## config.mk

```make
export PLATFORM = sky130hd
export DESIGN_NAME = frame_dma_burst_reader
export DESIGN_NICKNAME = d
export VERILOG_FILES = /design/src/rtl/frame_dma_pkg.sv /design/src/rtl/frame_dma_credit.sv /design/src/rtl/frame_dma_burst_reader.sv
export SDC_FILE = /design/constraint.sdc
export NUM_CORES = 1
export LEC_CHECK = 0
export ABC_AREA = 1
export CORE_MARGIN = 4
export CORE_UTILIZATION = 50
export CTS_CLUSTER_DIAMETER = 80
export CTS_CLUSTER_SIZE = 40
export DETAILED_ROUTE_END_ITERATION = 8
export GPL_ROUTABILITY_DRIVEN = 0
export PLACE_DENSITY = 0.85
export SETUP_SLACK_MARGIN = 0.2
export SLEW_MARGIN = 10
export SYNTH_ARGS = -nofsm -noshare
export SYNTH_HDL_FRONTEND = slang
export SYNTH_SLANG_ARGS = --single-unit
```

## constraint.sdc

```tcl
create_clock -name clk -period 4.6 [get_ports clk]
set_clock_uncertainty 0.15 [all_clocks]
set_input_delay 1.38 -clock clk [delete_from_list [all_inputs] [get_ports clk]]
set_output_delay 1.38 -clock clk [all_outputs]
set_load 0.01 [all_outputs]
```

## src/rtl/frame_dma_pkg.sv

```systemverilog
// Shared types and helpers for the frame DMA burst reader.
package frame_dma_pkg;

  localparam int DEF_DATA_WIDTH = 32;
  localparam int DEF_BURST_LEN  = 16;
  localparam int BURST_BYTES    = DEF_BURST_LEN * DEF_DATA_WIDTH / 8;
  localparam int BC_W           = $clog2(DEF_BURST_LEN) + 1;

  typedef enum logic [1:0] {
    IDLE  = 2'd0,
    CHECK = 2'd1,
    REQ   = 2'd2,
    DRAIN = 2'd3
  } state_e;

  function automatic logic [31:0] min_bc(input logic [31:0] req_left,
                                         input logic [31:0] burst_len);
    return (req_left < burst_len) ? req_left : burst_len;
  endfunction

endpackage

```

## src/rtl/frame_dma_credit.sv

```systemverilog
// Outstanding-word counter and FIFO credit check for the frame DMA reader.
module frame_dma_credit
  import frame_dma_pkg::*;
#(
  parameter int FIFO_AW = 9,
  parameter int BC_LW   = 5
) (
  input  logic               clk,
  input  logic               reset,
  input  logic [BC_LW-1:0]   bc,
  input  logic               accept,
  input  logic               rdvalid,
  input  logic [FIFO_AW-1:0] wrusedw,
  output logic               ok,
  output logic [FIFO_AW:0]   pending
);

  localparam logic [FIFO_AW:0]   P_ONE = (FIFO_AW+1)'(1);
  localparam logic [FIFO_AW+1:0] LIMIT = (FIFO_AW+2)'((1 << FIFO_AW) - 1);

  logic [FIFO_AW:0]   pending_q;
  logic [FIFO_AW:0]   pending_d;
  logic [FIFO_AW+1:0] need;

  // One extra bit over the FIFO level so wrusedw + pending + bc cannot wrap.
  assign need    = {2'b00, wrusedw} + {1'b0, pending_q} + (FIFO_AW+2)'(bc);
  assign ok      = (need <= LIMIT);
  assign pending = pending_q;

  always_comb begin
    pending_d = pending_q;
    case ({accept, rdvalid})
      2'b11:   pending_d = pending_q + (FIFO_AW+1)'(bc) - P_ONE;
      2'b10:   pending_d = pending_q + (FIFO_AW+1)'(bc);
      // A stray beat with nothing outstanding must not underflow the count.
      2'b01:   pending_d = (pending_q == '0) ? pending_q : pending_q - P_ONE;
      default: pending_d = pending_q;
    endcase
  end

  always_ff @(posedge clk or posedge reset) begin
    if (reset) pending_q <= '0;
    else       pending_q <= pending_d;
  end

endmodule

```

## src/rtl/frame_dma_burst_reader.sv

```systemverilog
// Avalon-MM burst read master filling a dual-clock FIFO with one frame per start.
// Optional FRAME_DMA_PERF_EN adds a saturating stall counter output perf_stall_cnt.
module frame_dma_burst_reader
  import frame_dma_pkg::*;
#(
  parameter int DATA_WIDTH = DEF_DATA_WIDTH,
  parameter int AVM_AW     = 32,
  parameter int FIFO_AW    = 9,
  parameter int BURST_LEN  = DEF_BURST_LEN,
  parameter int LEN_W      = 24,
  localparam int BC_LW     = $clog2(BURST_LEN) + 1
) (
  input  logic                  clk,
  input  logic                  reset,
  input  logic                  start,
  input  logic [AVM_AW-1:0]     frame_base,
  input  logic [LEN_W-1:0]      frame_words,
  output logic                  busy,
  output logic                  done,
  output logic                  overflow,
  output logic [AVM_AW-1:0]     avm_address,
  output logic                  avm_read,
  output logic [BC_LW-1:0]      avm_burstcount,
  input  logic                  avm_waitrequest,
  input  logic [DATA_WIDTH-1:0] avm_readdata,
  input  logic                  avm_readdatavalid,
  output logic [DATA_WIDTH-1:0] fifo_data,
  output logic                  fifo_wrreq,
  input  logic [FIFO_AW-1:0]    fifo_wrusedw,
  input  logic                  fifo_wrfull,
`ifdef FRAME_DMA_PERF_EN
  output logic [31:0]           perf_stall_cnt,
`endif
  output state_e                dbg_state
);

  localparam logic [FIFO_AW:0]  PEND_ONE   = (FIFO_AW+1)'(1);
  localparam logic [AVM_AW-1:0] WORD_BYTES = AVM_AW'(DATA_WIDTH / 8);

  state_e              state_q;
  logic [AVM_AW-1:0]   addr_q;
  logic [LEN_W-1:0]    req_left_q;
  logic [BC_LW-1:0]    bc_q;
  logic                busy_q;
  logic                done_q;
  logic                ovf_q;
  logic                read_q;

  logic [BC_LW-1:0]    bc_d;
  logic [BC_LW-1:0]    credit_bc;
  logic                accept;
  logic                credit_ok;
  logic [FIFO_AW:0]    pending;
  logic                drained;

  assign bc_d      = BC_LW'(min_bc(32'(req_left_q), 32'(BURST_LEN)));
  assign credit_bc = (state_q == REQ) ? bc_q : bc_d;
  assign accept    = read_q && !avm_waitrequest;
  // Lets done follow the final beat by one cycle instead of two.
  assign drained   = (pending == '0) || ((pending == PEND_ONE) && avm_readdatavalid);

  frame_dma_credit #(
    .FIFO_AW (FIFO_AW),
    .BC_LW   (BC_LW)
  ) u_credit (
    .clk     (clk),
    .reset   (reset),
    .bc      (credit_bc),
    .accept  (accept),
    .rdvalid (avm_readdatavalid),
    .wrusedw (fifo_wrusedw),
    .ok      (credit_ok),
    .pending (pending)
  );

  always_ff @(posedge clk or posedge reset) begin
    if (reset) begin
      state_q    <= IDLE;
      addr_q     <= '0;
      req_left_q <= '0;
      bc_q       <= '0;
      busy_q     <= 1'b0;
      done_q     <= 1'b0;
      ovf_q      <= 1'b0;
      read_q     <= 1'b0;
    end else begin
      done_q <= 1'b0;
      if (fifo_wrfull && avm_readdatavalid) ovf_q <= 1'b1;
      case (state_q)
        IDLE: begin
          if (start) begin
            addr_q     <= frame_base;
            req_left_q <= frame_words;
            busy_q     <= 1'b1;
            state_q    <= CHECK;
          end
        end
        CHECK: begin
          if (req_left_q == '0) begin
            state_q <= DRAIN;
          end else if (credit_ok) begin
            bc_q    <= bc_d;
            read_q  <= 1'b1;
            state_q <= REQ;
          end
        end
        REQ: begin
          if (!avm_waitrequest) begin
            read_q     <= 1'b0;
            addr_q     <= addr_q + AVM_AW'(bc_q) * WORD_BYTES;
            req_left_q <= req_left_q - LEN_W'(bc_q);
            state_q    <= CHECK;
          end
        end
        DRAIN: begin
          if (drained) begin
            done_q  <= 1'b1;
            busy_q  <= 1'b0;
            state_q <= IDLE;
          end
        end
        default: state_q <= IDLE;
      endcase
    end
  end

`ifdef FRAME_DMA_PERF_EN
  logic [31:0] perf_q;
  logic        stall;

  assign stall = ((state_q == CHECK) && (req_left_q != '0) && !credit_ok) ||
                 ((state_q == REQ) && avm_waitrequest);

  always_ff @(posedge clk or posedge reset) begin
    if (reset)                                perf_q <= '0;
    else if ((state_q == IDLE) && start)      perf_q <= '0;
    else if (stall && (perf_q != 32'hFFFF_FFFF)) perf_q <= perf_q + 32'd1;
  end

  assign perf_stall_cnt = perf_q;
`endif

  assign busy           = busy_q;
  assign done           = done_q;
  assign overflow       = ovf_q;
  assign avm_address    = addr_q;
  assign avm_read       = read_q;
  assign avm_burstcount = bc_q;
  assign fifo_data      = avm_readdata;
  assign fifo_wrreq     = avm_readdatavalid;
  assign dbg_state      = state_q;

endmodule

```

Yosys cells after proc, flatten, opt, wreduce, memory -nomap -nowiden
Cells that the tools add are included.
{"block": "totals", "ff_bits": 77, "inputBits": 103}
{"block": "classes", "order_cmp": 2, "n_bitwise": 1, "n_reduce_logical": 18, "eq_ne": 14, "muxes": 25, "add_sub_neg": 7}
{"op": "two-way mux 32 bit", "n": 2}
{"op": "one-hot mux 32 bit (2 select lines)", "n": 1}
{"op": "two-way mux 24 bit", "n": 2}
{"op": "one-hot mux 24 bit (2 select lines)", "n": 1}
{"op": "adder 32 x 7 -> 32 bit", "n": 1}
{"op": "one-hot mux 10 bit (3 select lines)", "n": 1}
{"op": "logical NOT 24 bit", "n": 1}
{"op": "< comparator 24 x 5 -> 1 bit (second input constant)", "n": 1}
{"op": "subtractor 24 x 5 -> 24 bit", "n": 1}
{"op": "subtractor 10 x 1 -> 10 bit (second input constant)", "n": 2}
{"op": "!= test 2 bit (second input constant)", "n": 6}
{"op": "adder 11 x 5 -> 11 bit", "n": 1}
{"op": "adder 9 x 10 -> 11 bit", "n": 1}
{"op": "less-or-equal comparator 11 x 9 -> 1 bit (second input constant)", "n": 1}
{"op": "adder 10 x 5 -> 10 bit", "n": 1}
{"op": "== test 10 x 1 -> 1 bit (second input constant)", "n": 1}
{"op": "logical NOT 10 bit", "n": 1}
{"op": "two-way mux 10 bit", "n": 1}
{"op": "two-way mux 2 bit", "n": 5}
{"op": "two-way mux 5 bit", "n": 2}
{"op": "AND reduction 3 bit", "n": 3}
{"op": "== test 2 bit (second input constant)", "n": 4}
{"op": "one-hot mux 2 bit (4 select lines)", "n": 1}
{"op": "AND reduction 4 bit", "n": 2}
{"op": "12 further kinds", "n": 24}

Depth between registers and ports, before layout
{"block": "logic_depth", "ltp_word": 8, "ltp_mapped": 26, "ltp_nobuf": 26}

Hierarchy
A second synthesis with hierarchy kept.
{"block": "unflattened", "hier_cells": 1192, "hier_area_um2": 7288.2}
{"mod": "frame_dma_burst_reader", "seq_area_each_um2": 1676.6, "cells_per_inst": 930, "area_per_inst_um2": 5549.1, "n_inst": 1}
{"mod": "frame_dma_credit", "seq_area_each_um2": 250.2, "cells_per_inst": 262, "area_per_inst_um2": 1739.2, "n_inst": 1}

Least setup slack after synthesis
OpenSTA, ideal clock, no wires.
{"block": "synth_timing", "path_type": "in2reg", "start": "input port fifo_wrusedw[1]", "end": "register bc_q[0], in the netlist avm_burstcount[0]", "n_path_buf": 1, "setup_ps": 77, "t_required_ps": 4373, "stages": 15, "path_slack_ps": 1061, "t_arrival_ps": 3311, "cell_sequence": "fa_1 ha_1 inv_1 fa_1 inv_1 nand2_1 o21bai_1 inv_1 nor2_1 o21ai_0 nand3_1 or2_1 buf_4 nor2_1 a21oi_1"}
{"block": "synth_between", "elab_chain_cells": 4}
{"item": "from (decl)", "line": "frame_dma_burst_reader.sv:29", "rtl": "input logic [FIFO_AW-1:0] fifo_wrusedw,"}
{"item": "adder 9 x 10 -> 11 bit", "line": "frame_dma_credit.sv:26", "rtl": "assign need = {2'b00, wrusedw} + {1'b0, pending_q} + (FIFO_AW+2)'(bc);"}
{"item": "adder 11 x 5 -> 11 bit", "line": "frame_dma_credit.sv:26"}
{"item": "less-or-equal comparator 11 x 9 -> 1 bit", "line": "frame_dma_credit.sv:27", "rtl": "assign ok = (need <= LIMIT);"}
{"item": "AND reduction 3 bit (no source line)"}
{"item": "to (signal assigned)", "line": "frame_dma_burst_reader.sv:81", "rtl": "bc_q <= '0;"}
{"item": "to (signal assigned)", "line": "frame_dma_burst_reader.sv:102", "rtl": "bc_q <= bc_d;"}
{"item": "to (decl)", "line": "frame_dma_burst_reader.sv:43", "rtl": "logic [BC_LW-1:0] bc_q;"}
Every way passes these cells.
A chain may end at the register's enable or synchronous reset.

Worst setup path after layout
{"block": "layout_timing", "start": "input port avm_readdatavalid", "end": "output port fifo_wrreq"}
{"item": "from (decl)", "line": "frame_dma_burst_reader.sv:26", "rtl": "input logic avm_readdatavalid,"}
{"item": "to (decl)", "line": "frame_dma_burst_reader.sv:28", "rtl": "output logic fifo_wrreq,"}
No word-level cell between the ends.

==> metrics.md <==
| Metric | Value |
|---|---|
| Status | `completed` |
| CTS tree | `done` |
| Vias in the first global route | `~6600` |
| Synth area leaders | `dfrtp_1 28%, nand2_1 12%, inv_1 8.3%` |
| Min Tclk post-route | `around 4.1 ns` |
| Syn Nets | `~1200` |
| Initial Util | `between 50% and 60%` |
| Setup Crit Path Kind | `in -> out` |
| Critical path arrival | `around 2.5 ns` |
| Commonest cells post-synth | `213 x nand2_1, 152 x inv_1, 115 x nor2_1, 87 x o21ai_0, 77 x dfrtp_1` |
| ANT cells | `0` |
| Worst slew pin tran | `0.780 ns` |
| Hold Path Cell Cnt | `1` |
| Pins over their slew limit | `0` |
| Post-route ant nets | `0` |
| Overflow after GRT | `0` |
| Main synth FF type | `dfrtp_1` |
| 1st-iter DRT viols | `~850` |
| Post-CTS Hold Buffers | `0` |
| Avg Cell Area, Syn | `~6.7 sq um` |
| Largest area contributor in the netlist | `dfrtp_1` |
| Crit path buffers/inverters | `2` |
| R2r worst-path depth | `26` |
| First-pass GRT wire length | `32.1 mm` |
| Crit-path slowest cell | `clkdlybuf4s50_1` |
| Post-synth cell types | `47` |
| Largest stage delay, worst path | `around 0.58 ns` |
| Crit path depth | `2` |
| Post-CTS setup buffer count | `0` |
| H-tree depth | `3` |
| Initial antenna violation count | `0` |
| Final period util | `between 80% and 90%` |
| Critical Path Start Type | `primary input` |
| Most used routing layer | `met2` |
| Via Count | `~7100` |
| Leading cell type by number of instances after synthesis | `nand2_1` |
| PwrDens | `between 600 and 700 nW/um^2` |
| Final #Nets | `about 1200` |
| Root Buffer Master | `clkbuf_16` |
| Maxcap violations | `0` |
| Worst-Skew Late Latency | `between 0.3 and 0.4 ns` |
| Largest net degree at the start of global routing | `~80` |
| Maximum fanout along the worst path | `5` |
| Die Height | `about 130 um` |
| Crit. End Element | `primary output` |
| Async S/R FF share, synth | `100%` |
| Fmax | `approximately 0.25 GHz` |
| Final setup TNS | `0 ns` |
| Ys Warns | `0` |
| Grt met2 use | `39.3%` |
| PostCTS Resize Cnt | `0` |
| Netlist Area Pre-Place | `slightly below 7000 sq um` |
| Area delta synth->final | `19.4%` |
| Met1 Usage GRT | `approximately a third` |
| Clk buf depth | `2` |
| DRT Wirelength | `around 19 mm` |
| Mapped Cells | `just over 1000` |
| RSZ-0062 raised after global routing | `false` |
| Peak supply drop | `roughly 0.00025 V` |
| Clk slew on worst S/H paths | `~0.06 ns` |
| Static leakage | `between 0.003 and 0.004 uW` |
| Row count | `42` |
| HP Class | `reg -> reg` |
| FF+latch count, synth | `77` |
| Most frequent CP cell | `clkdlybuf4s50_1` |
| Req. time, crit path | `just over 3 ns` |
| Detail Placement HPWL | `between 10 and 15 mm` |
| M3 GR Usage | `approximately 6.4%` |
| Fin. Hold Viols | `0` |
| Top Family by Delay on Critical Path | `buffers and inverters` |
| # DRC | `0` |
| Share of post-route cells with drive strength above 1 | `under 10%` |
| GRT Total Usage | `about 25%` |
| WL/cell | `between 15 and 20 um` |
| Crit-path cells | `clkdlybuf4s50_1 > clkdlybuf4s50_1` |
| TritonRoute pass-1 iters | `5` |
| Port Buffers | `114` |
| Setup violators final | `0` |
| Vias per cell | `roughly 5.6` |
| Post-synthesis sequential area ratio | `28.1%` |
| CTS Sinks | `77` |
| Die footprint | `15600 sq um` |
| Die X | `roughly 130 um` |
| Max-slew headroom | `48.0%` |
| Num ports | `~180` |
| Synth top area share | `about 28%` |
| Core footprint | `13300 sq um` |
| Final core occ | `between 60% and 70%` |
| TritonCTS buffer count | `9` |
| Post-synth EDFFs | `0` |
-- state kept, by name (all words and copies together), names as in the netlist --
signal / count
avm_address: 32
avm_burstcount: 5
avm_read: 1
busy: 1
dbg_state: 2
done: 1
overflow: 1
req_left_q: 24
u_credit.pending: 10
-- kinds of logic (layout without fill, tap and decap cells) --
| kind of cell | count (synthesis) | count (layout) | share of synthesized area, % |
|---|---|---|---|
| xor gates and xnor gates | 13 | 13 | 1.66 |
| DFF | 77 | 77 | 28.1 |
| buffers and inverters | 218 | 290 | 14.3 |
| muxes | 2 | 2 | 0.329 |
| and+or+nand+nor | 468 | 468 | 29.7 |
| AOI/OAI and AO/OA | 207 | 207 | 16.8 |
| adders and majority gates | 44 | 44 | 9.03 |
-- per-layer routing --
metal	up-vias	part of all wire, %
met4	0	2.1
met2	310	46
met3	33	7.8
met1	3300	44
met5	-	0
li1	3483	-
-- layout by cell type (no fill, tap or decap), types with 10 or more instances in the layout --
cell type        synthesis  final
a21oi_1                 50     50
clkdlybuf4s50_1          0    114
dfrtp_1                 77     77
ha_1                    35     35
inv_1                  152    151
nand2_1                213    213
nand3_1                 72     72
nand4_1                 21     21
nor2_1                 115    113
nor3_1                  20     20
o211ai_1                12     12
o21ai_0                 87     87
o21ai_1                 22     22
o22ai_1                 16     16
xor2_1                  10     10
-- where the power goes --
group	switching (uW)	internal [uW]	total, uW
registers	459	1020	1480
clock network	301	472	773
logic	2130	1340	3470
total	2890	2830	5720
-- worst paths after layout --
check	start	endpoint	slack, ns
worst max-delay path	avm_readdatavalid	fifo_wrreq	0.54
worst min-delay path	overflow	overflow	0.32
worst max register to register	req_left_q[13]	dbg_state[1]	0.68
worst min register to register	overflow	overflow	0.32
max in group asynchronous	reset	avm_address[20]	2.25
min in group asynchronous	reset	avm_burstcount[2]	1.32
-- metrics by stage --
step	total power (uW)	cells	setup slack (ns)	instance area (sq um)	hold slack [ns]
floorplan	3810	1029	1.06	6850	0.338
global placement	4740	1262	0.440	7860	0.297
CTS	5670	1277	0.503	8170	0.320
global route	6270	1277	0.274	8180	0.345
detailed placement	4850	1262	0.310	7860	0.297
finish	5720	1277	0.541	8180	0.322
-- layout make-up --
class / instances / area [sq um]
fillers: 1210 / 5170
multi-input cells: 734 / 3950
flip-flops and latches: 77 / 1930
repair buffers: 119 / 1180
inverters: 156 / 587
clock buffers: 9 / 225
well taps: 176 / 220
clock inverters: 6 / 88.8
No activity file was read; power rests on OpenSTA's default activity.
